`src/rtl/alu_pkg.sv`:
```
// Shared definitions for the sequential sign-magnitude ALU.
//   op_e    : 4-bit operation codes as presented on the op port
//   state_e : control FSM states (IDLE / ITER / DONE)
//   FLAG_*  : bit positions of each status flag in the downstream flag register
package alu_pkg;

  typedef enum logic [3:0] {
    OP_ADD   = 4'h0,
    OP_SUB   = 4'h1,
    OP_INC   = 4'h2,
    OP_DEC   = 4'h3,
    OP_MUL   = 4'h4,
    OP_DIV   = 4'h5,
    OP_XOR   = 4'h6,
    OP_AND   = 4'h7,
    OP_OR    = 4'h8,
    OP_XNOR  = 4'h9,
    OP_NAND  = 4'hA,
    OP_NOR   = 4'hB,
    OP_PASS1 = 4'hC,
    OP_PASS2 = 4'hD,
    OP_NOT1  = 4'hE,
    OP_NOT2  = 4'hF
  } op_e;

  typedef enum logic [1:0] {
    ST_IDLE = 2'd0,
    ST_ITER = 2'd1,
    ST_DONE = 2'd2
  } state_e;

  // Flag register bit positions.
  localparam int FLAG_CARRY  = 0;
  localparam int FLAG_ZERO   = 1;
  localparam int FLAG_PARITY = 2;
  localparam int FLAG_EQUAL  = 3;
  localparam int FLAG_GT     = 4;
  localparam int FLAG_OVF    = 5;
  localparam int FLAG_DBZ    = 6;
  localparam int FLAG_SIGN   = 7;
  localparam int FLAG_W      = 8;

  // MUL and DIV walk the magnitude one bit per cycle; everything else is one cycle.
  function automatic logic is_iterative(input op_e op_i);
    return (op_i == OP_MUL) || (op_i == OP_DIV);
  endfunction

endpackage

```
`src/rtl/sm_addsub.sv`:
```
// Combinational sign-magnitude adder/subtractor.
//   a, b  : WIDTH-bit sign-magnitude operands (MSB = sign)
//   sub   : 1 = compute a - b (b's sign inverted), 0 = a + b
//   sign  : result sign, never 1 for a zero magnitude
//   mag   : result magnitude (wraps on overflow)
//   carry : carry out of the magnitude MSB (only possible for like signs)
module sm_addsub #(
  parameter int WIDTH = 16
) (
  input  logic [WIDTH-1:0] a,
  input  logic [WIDTH-1:0] b,
  input  logic             sub,
  output logic             sign,
  output logic [WIDTH-2:0] mag,
  output logic             carry
);

  localparam int MAG_W = WIDTH - 1;

  logic             a_sign;
  logic             b_sign;
  logic [MAG_W-1:0] a_mag;
  logic [MAG_W-1:0] b_mag;
  logic [MAG_W:0]   sum;

  always_comb begin
    // NOTE: every output of a combinational block gets a default first so no latch is inferred.
    sign   = 1'b0;
    mag    = '0;
    carry  = 1'b0;
    a_sign = a[WIDTH-1];
    b_sign = b[WIDTH-1] ^ sub;
    a_mag  = a[MAG_W-1:0];
    b_mag  = b[MAG_W-1:0];
    sum    = {1'b0, a_mag} + {1'b0, b_mag};

    if (a_sign == b_sign) begin
      mag   = sum[MAG_W-1:0];
      carry = sum[MAG_W];
      sign  = a_sign;
    end else if (a_mag >= b_mag) begin
      mag  = a_mag - b_mag;
      sign = a_sign;
    end else begin
      mag  = b_mag - a_mag;
      sign = b_sign;
    end

    // No negative zero.
    if (mag == '0) begin
      sign = 1'b0;
    end
  end

endmodule

```
`src/rtl/alu_seq.sv`:
```
// Multi-cycle sign-magnitude ALU with start/busy/done handshake.
//   clk, reset_n          : rising-edge clock, asynchronous active-low reset
//   start, op, in1, in2   : request, op code and operands, sampled only in IDLE
//   busy                  : operation in flight (ITER or DONE)
//   done                  : one-cycle pulse; result outputs valid from here on
//   result, result_hi     : primary result; product high / remainder magnitude
//   carry_out .. div_by_zero : status flags, held with the result
// Single-cycle ops finish on the accept edge; MUL/DIV spend WIDTH-1 cycles in
// ITER processing one magnitude bit each (shift-add / restoring division).
module alu_seq
  import alu_pkg::*;
#(
  parameter int WIDTH = 16,
  parameter int CNT_W = $clog2(WIDTH)
) (
  input  logic             clk,
  input  logic             reset_n,
  input  logic             start,
  input  logic [3:0]       op,
  input  logic [WIDTH-1:0] in1,
  input  logic [WIDTH-1:0] in2,
  output logic             busy,
  output logic             done,
  output logic [WIDTH-1:0] result,
  output logic [WIDTH-2:0] result_hi,
  output logic             carry_out,
  output logic             sign,
  output logic             zero,
  output logic             parity,
  output logic             equal,
  output logic             greater_than,
  output logic             overflow,
  output logic             div_by_zero
);

  localparam int MAG_W = WIDTH - 1;
  localparam logic [CNT_W-1:0] LAST_STEP = CNT_W'(MAG_W - 1);

  // State and operand registers.
  state_e           state_q, state_d;
  op_e              op_q, op_d;
  logic [WIDTH-1:0] in1_q, in1_d;
  logic [WIDTH-1:0] in2_q, in2_d;
  logic [CNT_W-1:0] cnt_q, cnt_d;
  // Iteration registers: MUL {partial high, multiplier/product low},
  // DIV {partial remainder, dividend/quotient}.
  logic [MAG_W-1:0] hi_q, hi_d;
  logic [MAG_W-1:0] lo_q, lo_d;
  // Output registers, loaded on the edge that enters DONE.
  logic [WIDTH-1:0]  result_q, result_d;
  logic [MAG_W-1:0]  result_hi_q, result_hi_d;
  logic [FLAG_W-1:0] flags_q, flags_d;

  // Operand view: the live ports while IDLE (accept edge), the latched copy afterwards.
  logic             in_idle;
  op_e              src_op;
  logic [WIDTH-1:0] src_a;
  logic [WIDTH-1:0] src_b;
  logic             a_sign, b_sign;
  logic [MAG_W-1:0] a_mag, b_mag;
  logic             div_zero;
  logic             needs_iter;

  assign in_idle    = (state_q == ST_IDLE);
  assign src_op     = in_idle ? op_e'(op) : op_q;
  assign src_a      = in_idle ? in1 : in1_q;
  assign src_b      = in_idle ? in2 : in2_q;
  assign a_sign     = src_a[WIDTH-1];
  assign b_sign     = src_b[WIDTH-1];
  assign a_mag      = src_a[MAG_W-1:0];
  assign b_mag      = src_b[MAG_W-1:0];
  assign div_zero   = (src_op == OP_DIV) && (b_mag == '0);
  assign needs_iter = is_iterative(src_op) && !div_zero;

  // ADD/SUB/INC/DEC share one sign-magnitude adder; INC/DEC use a +1 operand.
  logic             as_sub;
  logic [WIDTH-1:0] as_b;
  logic             as_sign;
  logic [MAG_W-1:0] as_mag;
  logic             as_carry;

  assign as_sub = (src_op == OP_SUB) || (src_op == OP_DEC);
  assign as_b   = ((src_op == OP_INC) || (src_op == OP_DEC)) ? WIDTH'(1) : src_b;

  sm_addsub #(
    .WIDTH (WIDTH)
  ) u_addsub (
    .a     (src_a),
    .b     (as_b),
    .sub   (as_sub),
    .sign  (as_sign),
    .mag   (as_mag),
    .carry (as_carry)
  );

  // Numeric comparison; +0 and -0 are equal.
  logic cmp_eq, cmp_gt;

  always_comb begin
    cmp_eq = (a_mag == b_mag) && ((a_sign == b_sign) || (a_mag == '0));
    if (cmp_eq) begin
      cmp_gt = 1'b0;
    end else if (a_sign != b_sign) begin
      cmp_gt = ~a_sign;
    end else if (a_sign) begin
      cmp_gt = (a_mag < b_mag);
    end else begin
      cmp_gt = (a_mag > b_mag);
    end
  end

  // One iteration step of MUL or DIV.
  logic [MAG_W:0]   mul_sum;
  logic [MAG_W:0]   div_trial;
  logic [MAG_W:0]   div_diff;
  logic             div_fits;
  logic [MAG_W-1:0] step_hi, step_lo;

  always_comb begin
    mul_sum   = {1'b0, hi_q} + (lo_q[0] ? {1'b0, b_mag} : '0);
    div_trial = {hi_q, lo_q[MAG_W-1]};
    div_diff  = div_trial - {1'b0, b_mag};
    div_fits  = (div_trial >= {1'b0, b_mag});
    if (src_op == OP_DIV) begin
      // A remainder that does not fit is restored by simply keeping the trial value.
      step_hi = div_fits ? div_diff[MAG_W-1:0] : div_trial[MAG_W-1:0];
      step_lo = {lo_q[MAG_W-2:0], div_fits};
    end else begin
      // Shift the {carry, partial, multiplier} chain right one place.
      step_hi = mul_sum[MAG_W:1];
      step_lo = {mul_sum[0], lo_q[MAG_W-1:1]};
    end
  end

  // Final values for the output registers. For MUL/DIV this is only used on the
  // last ITER edge (or the divide-by-zero shortcut), where step_* is final.
  logic [WIDTH-1:0]  fin_result;
  logic [MAG_W-1:0]  fin_hi;
  logic              fin_carry, fin_ovf, fin_dbz;
  logic [FLAG_W-1:0] fin_flags;

  always_comb begin
    fin_result = '0;
    fin_hi     = '0;
    fin_carry  = 1'b0;
    fin_ovf    = 1'b0;
    fin_dbz    = 1'b0;
    case (src_op)
      OP_ADD, OP_SUB, OP_INC, OP_DEC: begin
        fin_result = {as_sign, as_mag};
        fin_carry  = as_carry;
        fin_ovf    = as_carry;
      end
      OP_MUL: begin
        fin_result = {(a_sign ^ b_sign) & (|{step_hi, step_lo}), step_lo};
        fin_hi     = step_hi;
        fin_ovf    = |step_hi;
      end
      OP_DIV: begin
        if (div_zero) begin
          fin_dbz = 1'b1;
        end else begin
          fin_result = {(a_sign ^ b_sign) & (|step_lo), step_lo};
          fin_hi     = step_hi;
        end
      end
      OP_XOR:   fin_result = src_a ^ src_b;
      OP_AND:   fin_result = src_a & src_b;
      OP_OR:    fin_result = src_a | src_b;
      OP_XNOR:  fin_result = ~(src_a ^ src_b);
      OP_NAND:  fin_result = ~(src_a & src_b);
      OP_NOR:   fin_result = ~(src_a | src_b);
      OP_PASS1: fin_result = src_a;
      OP_PASS2: fin_result = src_b;
      OP_NOT1:  fin_result = ~src_a;
      OP_NOT2:  fin_result = ~src_b;
    endcase

    fin_flags              = '0;
    fin_flags[FLAG_CARRY]  = fin_carry;
    fin_flags[FLAG_ZERO]   = ~|fin_result[MAG_W-1:0];
    fin_flags[FLAG_PARITY] = ~^fin_result[MAG_W-1:0];
    fin_flags[FLAG_EQUAL]  = cmp_eq;
    fin_flags[FLAG_GT]     = cmp_gt;
    fin_flags[FLAG_OVF]    = fin_ovf;
    fin_flags[FLAG_DBZ]    = fin_dbz;
    fin_flags[FLAG_SIGN]   = fin_result[WIDTH-1];
  end

  // Control FSM: next state and register updates.
  always_comb begin
    state_d     = state_q;
    op_d        = op_q;
    in1_d       = in1_q;
    in2_d       = in2_q;
    cnt_d       = cnt_q;
    hi_d        = hi_q;
    lo_d        = lo_q;
    result_d    = result_q;
    result_hi_d = result_hi_q;
    flags_d     = flags_q;

    case (state_q)
      ST_IDLE: begin
        if (start) begin
          op_d  = op_e'(op);
          in1_d = in1;
          in2_d = in2;
          cnt_d = '0;
          hi_d  = '0;
          lo_d  = in1[MAG_W-1:0];
          if (needs_iter) begin
            state_d = ST_ITER;
          end else begin
            state_d     = ST_DONE;
            result_d    = fin_result;
            result_hi_d = fin_hi;
            flags_d     = fin_flags;
          end
        end
      end
      ST_ITER: begin
        hi_d = step_hi;
        lo_d = step_lo;
        if (cnt_q == LAST_STEP) begin
          state_d     = ST_DONE;
          result_d    = fin_result;
          result_hi_d = fin_hi;
          flags_d     = fin_flags;
        end else begin
          cnt_d = cnt_q + 1'b1;
        end
      end
      ST_DONE: state_d = ST_IDLE;
      default: state_d = ST_IDLE;
    endcase
  end

  always_ff @(posedge clk or negedge reset_n) begin
    if (!reset_n) begin
      state_q     <= ST_IDLE;
      op_q        <= OP_ADD;
      in1_q       <= '0;
      in2_q       <= '0;
      cnt_q       <= '0;
      hi_q        <= '0;
      lo_q        <= '0;
      result_q    <= '0;
      result_hi_q <= '0;
      flags_q     <= '0;
    end else begin
      // NOTE: non-blocking assignments so every flop samples pre-edge values.
      state_q     <= state_d;
      op_q        <= op_d;
      in1_q       <= in1_d;
      in2_q       <= in2_d;
      cnt_q       <= cnt_d;
      hi_q        <= hi_d;
      lo_q        <= lo_d;
      result_q    <= result_d;
      result_hi_q <= result_hi_d;
      flags_q     <= flags_d;
    end
  end

  assign busy         = !in_idle;
  assign done         = (state_q == ST_DONE);
  assign result       = result_q;
  assign result_hi    = result_hi_q;
  assign carry_out    = flags_q[FLAG_CARRY];
  assign sign         = flags_q[FLAG_SIGN];
  assign zero         = flags_q[FLAG_ZERO];
  assign parity       = flags_q[FLAG_PARITY];
  assign equal        = flags_q[FLAG_EQUAL];
  assign greater_than = flags_q[FLAG_GT];
  assign overflow     = flags_q[FLAG_OVF];
  assign div_by_zero  = flags_q[FLAG_DBZ];

endmodule
```
`config.mk`:
```
export PLATFORM = sky130hd
export DESIGN_NAME = alu_seq
export DESIGN_NICKNAME = d
export VERILOG_FILES = /design/src/rtl/alu_pkg.sv /design/src/rtl/sm_addsub.sv /design/src/rtl/alu_seq.sv
export SDC_FILE = /design/constraint.sdc
export NUM_CORES = 1
export LEC_CHECK = 0
export ABC_AREA = 1
export BUFFER_PORTS_ARGS = -buffer_cell sky130_fd_sc_hd__buf_2
export CAP_MARGIN = 0
export CORE_MARGIN = 3
export CORE_UTILIZATION = 40
export CTS_BUF_LIST = sky130_fd_sc_hd__clkbuf_4 sky130_fd_sc_hd__clkbuf_8
export CTS_CLUSTER_SIZE = 16
export DETAILED_ROUTE_END_ITERATION = 6
export PLACE_DENSITY = 0.62
export SYNTH_ARGS = -nofsm -noshare
export SYNTH_HDL_FRONTEND = slang
export SYNTH_SLANG_ARGS = --single-unit
```
`constraint.sdc`:
```
create_clock -name clk -period 12.95 [get_ports clk]
set_clock_uncertainty 0.05 [all_clocks]
set_input_delay 0.6475 -clock clk [delete_from_list [all_inputs] [get_ports clk]]
set_output_delay 0.6475 -clock clk [all_outputs]
set_load 0.05 [all_outputs]
```
==> results of run 1 <==
sequential cells by signal (all words and copies together), names as in the netlist:
signal     flops
cnt_q          4
flags_q        7
hi_q          15
in1_q         16
in2_q         16
lo_q          15
op_q           4
result        16
result_hi     15
state_q        2
path summary, 6_finish.rpt:
check                           start         end  slack (ns)  cells past startpoint
min in group clk               in2[6]    in2_q[6]        0.39                      3
hold reg to reg             in1_q[14]   in1_q[14]        0.44                      2
hold / removal                reset_n    hi_q[13]        0.21                      1
setup / recovery           state_q[1]  flags_q[2]        6.66                     28
max in group asynchronous     reset_n     lo_q[2]       11.37                      2
setup reg to reg           state_q[1]  flags_q[2]        6.66                     28
placed cells by master (no fill, tap or decap), types with 15 or more instances in the layout:
master / netlist / final
nand2_1: 475 / 474
inv_1: 237 / 237
o21ai_0: 135 / 135
ha_1: 124 / 124
nor2_1: 113 / 113
dfrtp_1: 110 / 110
nand3_1: 106 / 106
a21oi_1: 80 / 80
buf_2: 16 / 78
o22ai_1: 50 / 50
o21ai_1: 41 / 41
xor2_1: 35 / 35
nand4_1: 24 / 24
nand2_2: 17 / 18
nor4_1: 17 / 17
or2_2: 15 / 15
xnor2_1: 15 / 15
per-stage QoR:
stage               utilization [%]  setup WS, ns  instances  hold slack (ns)
floorplan                         -         8.109       1798           0.3019
global route                  43.74         6.081       2220           0.2721
global placement              43.11         6.922       2204           0.4084
detailed placement            43.11         6.810       2204           0.4098
CTS                           43.74         6.773       2220           0.2506
finish                        43.74         6.659       2220           0.2137
logic make-up after synthesis:
family / synth area share, %
AO/OA/AOI/OAI: 19.43
XOR/XNOR: 3.696
adder cells (fa/ha/maj): 13.94
buffers and inverters: 10.88
flip-flops: 23.23
multiplexers: 0.08448
AND/OR/NAND/NOR: 28.74
layer usage:
layer  wire length [µm]  vias to the layer above  GRT usage, %
met3               3976                       65         5.492
met2              19280                      560         42.56
met4               1056                        0         7.166
met1              21310                     5881         42.29
li1                   -                     6001             -
met5                  0                        -             0
cell type report:
| class | instances | area share [%] |
|---|---|---|
| Sequential cell | 110 | 21.75 |
| Multi-Input combinational cell | 1368 | 61.74 |
| Timing Repair Buffer | 90 | 3.796 |
| Tap cell | 384 | 3.796 |
| Inverter | 252 | 7.473 |
| Clock buffer | 10 | 1.038 |
| Clock inverter | 6 | 0.4053 |
worst reg2reg max path: cells and delay by family (launching register included):
family | cells | cell delay [ns]
and+or+nand+nor | 14 | 2.43
buffers and inverters | 4 | 1.17
AOI/OAI and AO/OA | 5 | 0.93
adders and majority gates | 2 | 0.70
DFF | 1 | 0.45
xor gates and xnor gates | 3 | 0.45
==> results.sh, run 1 <==
export IMPL_synthToLayoutAreaGrowth_pct=6.821
export IMPL_syn_area_per_cell_um2=6.590
export IMPL_rows=62
export IMPL_drtIter0Drc=1257
export IMPL_numClockSinks=110
export IMPL_period_minus_slack_ns=6.291
export IMPL_crit_path_max_incr_delay_ns=0.55
export IMPL_status="complete, no violations"
export IMPL_netlist_instances=1798
export IMPL_crit_arrival_ns=6.53
export IMPL_nets=1999
export IMPL_final_layout_size_suffix_gt1_share_pct=9.205
export IMPL_start_util_pct=40.95
export IMPL_path_common_cell="nand2_1"
export IMPL_seq_area_frac_synth_pct=23.23
export IMPL_slew_headroom_pct=18.48
export IMPL_required_ns=13.19
export IMPL_wl_um=45630
export IMPL_clkSlewWorstSetupHoldPaths_ns=0.13
export IMPL_die_h_um=178.1
export IMPL_cp_start_kind="flop"
export IMPL_post_cts_buffers=0
export IMPL_routedWlPerCell_um=20.55
export IMPL_cts_repair_resized=0
export IMPL_ys_types=55
export IMPL_worstPathMaxFanout=41
export IMPL_post_route_drc_count=0
export IMPL_ant_nets=0
export IMPL_synth_seq_cells=110
export IMPL_cts_buffers_inserted=9
export IMPL_seq_area_um2=2753
export IMPL_synth_edf_count=0
export IMPL_synth_common_cells="nand2_1 (475), inv_1 (237), o21ai_0 (135)"
export IMPL_synth_top_area_share_pct=23.23
export IMPL_synth_async_sr_flop_share_pct=100.0
export IMPL_gp_congestion=1.003
export IMPL_cp_buffers_inverters=4
export IMPL_htree_levels=3
export IMPL_synth_area_top_cells="dfrtp_1 (23%), nand2_1 (15%), ha_1 (13%)"
export IMPL_synth_top_area_cell="dfrtp_1"
export IMPL_rsz0062_at_grt="no"
export IMPL_tns_ns=0
export IMPL_fmax_mhz=159.0
export IMPL_finalSetupViolations=0
export IMPL_dieArea_um2=31720
export IMPL_grt_ovfl_total=0
export IMPL_grt_max_degree=59
export IMPL_grt_first_pass_wirelength_um=69830
export IMPL_ctsHoldBuffers=0
export IMPL_fin_crit_sh_pct=48.58
export IMPL_crit_type="reg2reg"
export IMPL_multiInputGateArea_um2=7815
export IMPL_worst_slew_pin_slew_ns=1.220
export IMPL_placed_cell_area_um2=12470
export IMPL_crit_path_end_kind="flop"
export IMPL_first_global_vias=11739
export IMPL_drtPass1Iterations=5
export IMPL_cts_tree="built"
export IMPL_clk_path_buf_depth=2
export IMPL_netlist_area_um2=11850
export IMPL_synth_most_common_cell="nand2_1"
export IMPL_syn_num_nets=1966
export IMPL_port_buffer_count=79
export IMPL_yosys_warnings=0
export IMPL_drv_slew=0
export IMPL_grt_antenna_before_repair=0
export IMPL_via_per_inst=5.634
export IMPL_vias=12507
export IMPL_worstSkewPairLatency_ns=0.42
export IMPL_hold_class="in2async"
export IMPL_root_buffer="clkbuf_8"
export IMPL_fillers=3059
export IMPL_hpwl_um=36090
export IMPL_final_cell_area_um2=12660
export IMPL_hold_viol=0
export IMPL_diodes=0
export IMPL_maxCapViolCount=0
export IMPL_core_area_um2=28940
export IMPL_ios=80
export IMPL_die_w_um=178.1
export IMPL_grtUsageTotal_pct=28.59
export IMPL_cpMaxStageDelayCell="inv_1"
export IMPL_crit_family="simple AND/OR/NAND/NOR gates"
export IMPL_synthFlopType="dfrtp_1"
Power of run 1 is not shown: default switching activity piles up to over one toggle a cycle in this logic, so the estimate is an artifact.
==> run 2: changes to the inputs <==
ABC_AREA = 0   (was 1)
clock period = 6.3 ns   (was 12.95 ns; I/O delays follow)
==> results.sh, run 2 <==
export IMPL_final_cell_mix="nand2_1 (243), ha_1 (124), dfrtp_1 (110), a21oi_1 (105), o21ai_0 (104)"
export IMPL_die_h_um=176.6
export IMPL_rows=61
export IMPL_finalSetupViolations=0
export IMPL_syn_num_nets=1661
export IMPL_cp_start_kind="flop"
export IMPL_hold_viol=0
export IMPL_period_minus_slack_ns=5.766
export IMPL_synthFlopType="dfrtp_1"
export IMPL_synthToLayoutAreaGrowth_pct=9.891
export IMPL_yosys_warnings=0
export IMPL_numClockSinks=110
export IMPL_synth_top_area_cell="dfrtp_1"
export IMPL_start_util_pct=41.21
export IMPL_routedWlPerCell_um=23.06
export IMPL_fmax_mhz=173.4
export IMPL_fin_cells=1942
export IMPL_synth_async_sr_flop_share_pct=100.0
export IMPL_netlist_area_um2=11640
export IMPL_ios=80
export IMPL_seq_area_frac_synth_pct=23.65
export IMPL_port_buffer_count=79
export IMPL_drv_slew=0
export IMPL_grtUsageTotal_pct=28.30
export IMPL_hold_end="in1_q[15]"
export IMPL_hp_start="in1[15]"
export IMPL_htree_levels=3
export IMPL_hpwl_um=35180
export IMPL_crit_path_end_kind="flop"
export IMPL_drtPass1Iterations=5
export IMPL_fin_crit_sh_pct=91.52
export IMPL_first_global_vias=11077
export IMPL_synth_most_common_cell="nand2_1"
export IMPL_synth_seq_cells=110
export IMPL_vias=12069
export IMPL_slew_headroom_pct=15.21
export IMPL_crit_arrival_ns=5.98
export IMPL_grt_ovfl_total=0
export IMPL_required_ns=6.51
export IMPL_grt_max_degree=70
export IMPL_post_route_drc_count=0
export IMPL_grt_antenna_before_repair=0
export IMPL_synth_edf_count=0
export IMPL_ant_nets=0
export IMPL_tns_ns=0
export IMPL_final_layout_size_suffix_gt1_share_pct=12.80
export IMPL_worstSkewPairLatency_ns=0.40
export IMPL_worstPathMaxFanout=15
export IMPL_die_w_um=176.6
export IMPL_crit_type="reg2reg"
export IMPL_via_per_inst=6.215
export IMPL_synth_top_area_share_pct=23.65
export IMPL_cts_buffers_inserted=9
export IMPL_hold_class="in2reg"
export IMPL_core_area_um2=28240
export IMPL_ys_types=95
export IMPL_min_path_cells=3
export IMPL_netlist_instances=1493
export IMPL_final_common_cell="nand2_1"
export IMPL_grt_first_pass_wirelength_um=68340
export IMPL_root_buffer="clkbuf_8"
export IMPL_status="complete, no violations"
export IMPL_rsz0062_at_grt="no"
export IMPL_gp_congestion=1.025
export IMPL_worst_slew_pin_slew_ns=1.267
export IMPL_r2r_cells=21
export IMPL_synth_common_cells="nand2_1 (244), ha_1 (124), dfrtp_1 (110)"
export IMPL_clk_path_buf_depth=2
export IMPL_cts_tree="built"
export IMPL_dieArea_um2=31180
export IMPL_drtIter0Drc=1555
export IMPL_maxCapViolCount=0
export IMPL_place_inst=1923
export IMPL_r2r_end="flags_q[2]"
export IMPL_nets=1725
export IMPL_syn_area_per_cell_um2=7.795
export IMPL_clkSlewWorstSetupHoldPaths_ns=0.11
export IMPL_post_cts_buffers=0
export IMPL_synth_area_top_cells="dfrtp_1 (24%), ha_1 (13%), nand2_1 (7.9%)"
export IMPL_r2r_slack_ns=0.53
export IMPL_r2r_start="state_q[1]"
export IMPL_wl_um=44790
run 2: cell families (layout without fill, tap and decap cells):
kind of cell	Yosys count	after routing	share of synthesized area [%]
simple gates	510	510	20.30
compound gates	473	473	27.41
buf+inv	169	238	6.031
fa+ha+maj	131	131	14.36
flops	110	110	23.65
xor+xnor	52	52	3.913
mux	48	48	4.332
other cells	0	2	0
run 2: per-layer routing:
metal  wire length [µm]  GRT usage (%)
met4               1421          7.987
met3               4650          6.022
met1              19760          41.26
met5                  0              0
met2              18960          42.18
run 2: through the flow:
stage | setup WS [ns] | area (µm²) | hold WS (ns) | utilization [%]
floorplan | 0.4094 | 11640 | -0.03059 | -
global placement | 0.4237 | 12560 | 0.2746 | 44.48
detailed placement | 0.4157 | 12560 | 0.2814 | 44.48
CTS | 0.3959 | 12780 | 0.06512 | 45.26
global route | 0.2413 | 12780 | 0.07119 | 45.27
finish | 0.5341 | 12790 | 0.08019 | 45.29
run 2: how the worst max path moves through the flow:
stage            endpoint  cells after the start  slack, ns  startpoint
6_report       flags_q[2]                     21       0.53  state_q[1]
5_1_grt        flags_q[2]                     22       0.24  state_q[1]
4_1_cts        flags_q[2]                     21       0.40  state_q[1]
3_5_place_dp   flags_q[2]                     21       0.42  state_q[1]
3_3_place_gp   flags_q[2]                     22       0.42       op[2]
2_1_floorplan  flags_q[2]                     29       0.41  state_q[1]
run 2: cell type report:
class                   instances  area, µm²
diodes                          2      5.005
clock buffers                   9      123.9
clock inverters                 7      87.58
fillers                      2916      15450
inverters                      89      336.6
multi-input cells            1214       8205
flip-flops and latches        110       2753
well taps                     378      473.0
repair buffers                133      805.8
run 2: timing repair:
| action | CTS | global route |
|---|---|---|
| hold buffers | 1 | 0 |
| setup endpoints to repair | 0 | 1 |
| hold endpoints to repair | 41 | 0 |
| gates resized for setup | 0 | 1 |
run 2: critical path: stages (launching register included):
cell and delay (ns):
dfrtp_1 0.49, or4_1 0.54, o31ai_2 0.11, nand2_2 0.35, nand2_1 0.23, ha_1 0.20, inv_1 0.07, fa_1 0.45
a21oi_1 0.30, o211ai_1 0.19, a221o_1 0.38, a31oi_1 0.33, a21oi_1 0.12, a22o_1 0.25, xnor2_1 0.28, o21ai_0 0.22
ha_1 0.36, xnor2_1 0.16, xnor2_1 0.16, xnor2_1 0.16, xnor2_1 0.14, o21ai_0 0.09
Power of run 2 is left out for the same reason.
==> run 3: changes to the inputs <==
CAP_MARGIN = 40   (was 0)
RECOVER_POWER = 50   (was default)
==> results.sh, run 3 (synthesis gave the netlist of run 2 again) <==
export IMPL_grt_ovfl_total=0
export IMPL_die_h_um=176.6
export IMPL_period_minus_slack_ns=5.796
export IMPL_crit_type="reg2reg"
export IMPL_post_cts_buffers=0
export IMPL_htree_levels=3
export IMPL_worstSkewPairLatency_ns=0.40
export IMPL_grt_antenna_before_repair=0
export IMPL_crit_arrival_ns=6.00
export IMPL_grt_first_pass_wirelength_um=68120
export IMPL_fin_cells=1946
export IMPL_required_ns=6.51
export IMPL_status="complete, but fails checks"
export IMPL_grt_max_degree=64
export IMPL_root_buffer="clkbuf_8"
export IMPL_r2r_slack_ns=0.50
export IMPL_worst_hold_slack_ns=0.07947
export IMPL_final_cell_area_um2=12750
export IMPL_start_util_pct=41.21
export IMPL_worstPathMaxFanout=15
export IMPL_numClockSinks=110
export IMPL_crit_path_end_kind="flop"
export IMPL_core_area_um2=28240
export IMPL_drv_slew=107
export IMPL_rows=61
export IMPL_slew_headroom_pct=-95.56
export IMPL_finalSetupViolations=0
export IMPL_ant_nets=0
export IMPL_drtPass1Iterations=6
export IMPL_violations="capacitance limit, slew limit"
export IMPL_dieArea_um2=31180
export IMPL_clkSlewWorstSetupHoldPaths_ns=0.13
export IMPL_port_buffer_count=79
export IMPL_routedWlPerCell_um=23.20
export IMPL_final_common_cell="nand2_1"
export IMPL_wl_um=45140
export IMPL_post_route_drc_count=0
export IMPL_hold_class="in2reg"
export IMPL_rsz0062_at_grt="no"
export IMPL_synthToLayoutAreaGrowth_pct=9.589
export IMPL_cp_start_kind="flop"
export IMPL_vias=12076
export IMPL_drtIter0Drc=1416
export IMPL_place_inst=1929
export IMPL_hpwl_um=35300
export IMPL_clk_path_buf_depth=2
export IMPL_cts_tree="built"
export IMPL_gp_congestion=1.025
export IMPL_final_cell_mix="nand2_1 (243), ha_1 (124), dfrtp_1 (110), a21oi_1 (105), o21ai_0 (104)"
export IMPL_cts_buffers_inserted=9
export IMPL_nets=1731
export IMPL_grtUsageTotal_pct=28.29
export IMPL_first_global_vias=11175
export IMPL_placed_cell_area_um2=12620
export IMPL_fin_crit_sh_pct=92.00
export IMPL_ios=80
export IMPL_hold_viol=0
export IMPL_worst_slew_pin_slew_ns=2.933
export IMPL_final_layout_size_suffix_gt1_share_pct=10.46
export IMPL_die_w_um=176.6
export IMPL_maxCapViolCount=2
export IMPL_fmax_mhz=172.5
export IMPL_tns_ns=0
export IMPL_via_per_inst=6.206
export IMPL_diodes=0
## run 3: cell types whose count changed in the layout (fill, tap and decap cells not counted)
cell / delta
buf_6: +1
dlymetal6s4s_1: +1
buf_2: -37
clkbuf_1: +41
diode_2: -2
bufinv_16: -1
clkinvlp_4: +1
## run 3: worst paths after layout
kind | start | endpoint | cells past startpoint
hold reg to reg | result[14] | result[14] | 2
min in group asynchronous | reset_n | result_hi[7] | 2
setup reg to reg | state_q[1] | flags_q[2] | 21
setup / recovery | state_q[1] | flags_q[2] | 21
max in group asynchronous | reset_n | in2_q[15] | 4
hold / removal | in2[6] | in2_q[6] | 3
## run 3: worst max-delay path, stage by stage, from the launching register on
cell and delay (ns):
dfrtp_1 0.49, or4_1 0.55, o31ai_2 0.11, nand2_2 0.36, nand2_1 0.24, ha_1 0.20, inv_1 0.07, fa_1 0.45
a21oi_1 0.30, o211ai_1 0.19, a221o_1 0.38, a31oi_1 0.33, a21oi_1 0.12, a22o_1 0.25, xnor2_1 0.30, o21ai_0 0.22
ha_1 0.36, xnor2_1 0.17, xnor2_1 0.15, xnor2_1 0.15, xnor2_1 0.13, o21ai_0 0.09
## run 3: metrics by stage
step	setup WS, ns	utilization, %
after floorplan	0.4094	-
after global placement	0.4237	44.48
after detailed placement	0.4177	44.71
after CTS	0.3962	45.41
after global routing	0.1247	45.17
final	0.5041	45.17
## run 3: routing by layer
layer | vias up | routed length, µm | track usage [%]
met4 | 0 | 1612 | 9.133
li1 | 5552 | - | -
met1 | 5728 | 19530 | 39.84
met5 | - | 0 | 0
met3 | 107 | 5133 | 7.548
met2 | 689 | 18860 | 42.17
## run 3: final cells by class
cell class / count / area, µm²
Fill cell: 2946 / 15480
Multi-Input combinational cell: 1214 / 8205
Sequential cell: 110 / 2753
Timing Repair Buffer: 139 / 798.3
Tap cell: 378 / 473.0
Inverter: 89 / 336.6
Clock buffer: 9 / 123.9
Clock inverter: 7 / 65.06
## run 3: what timing repair did
action,in CTS,in global routing
endpoints found under the setup margin,0,1
gates resized for setup,0,1
endpoints found under the hold margin,41,0
hold buffers,1,0
Power of run 3 is left out for the same reason.
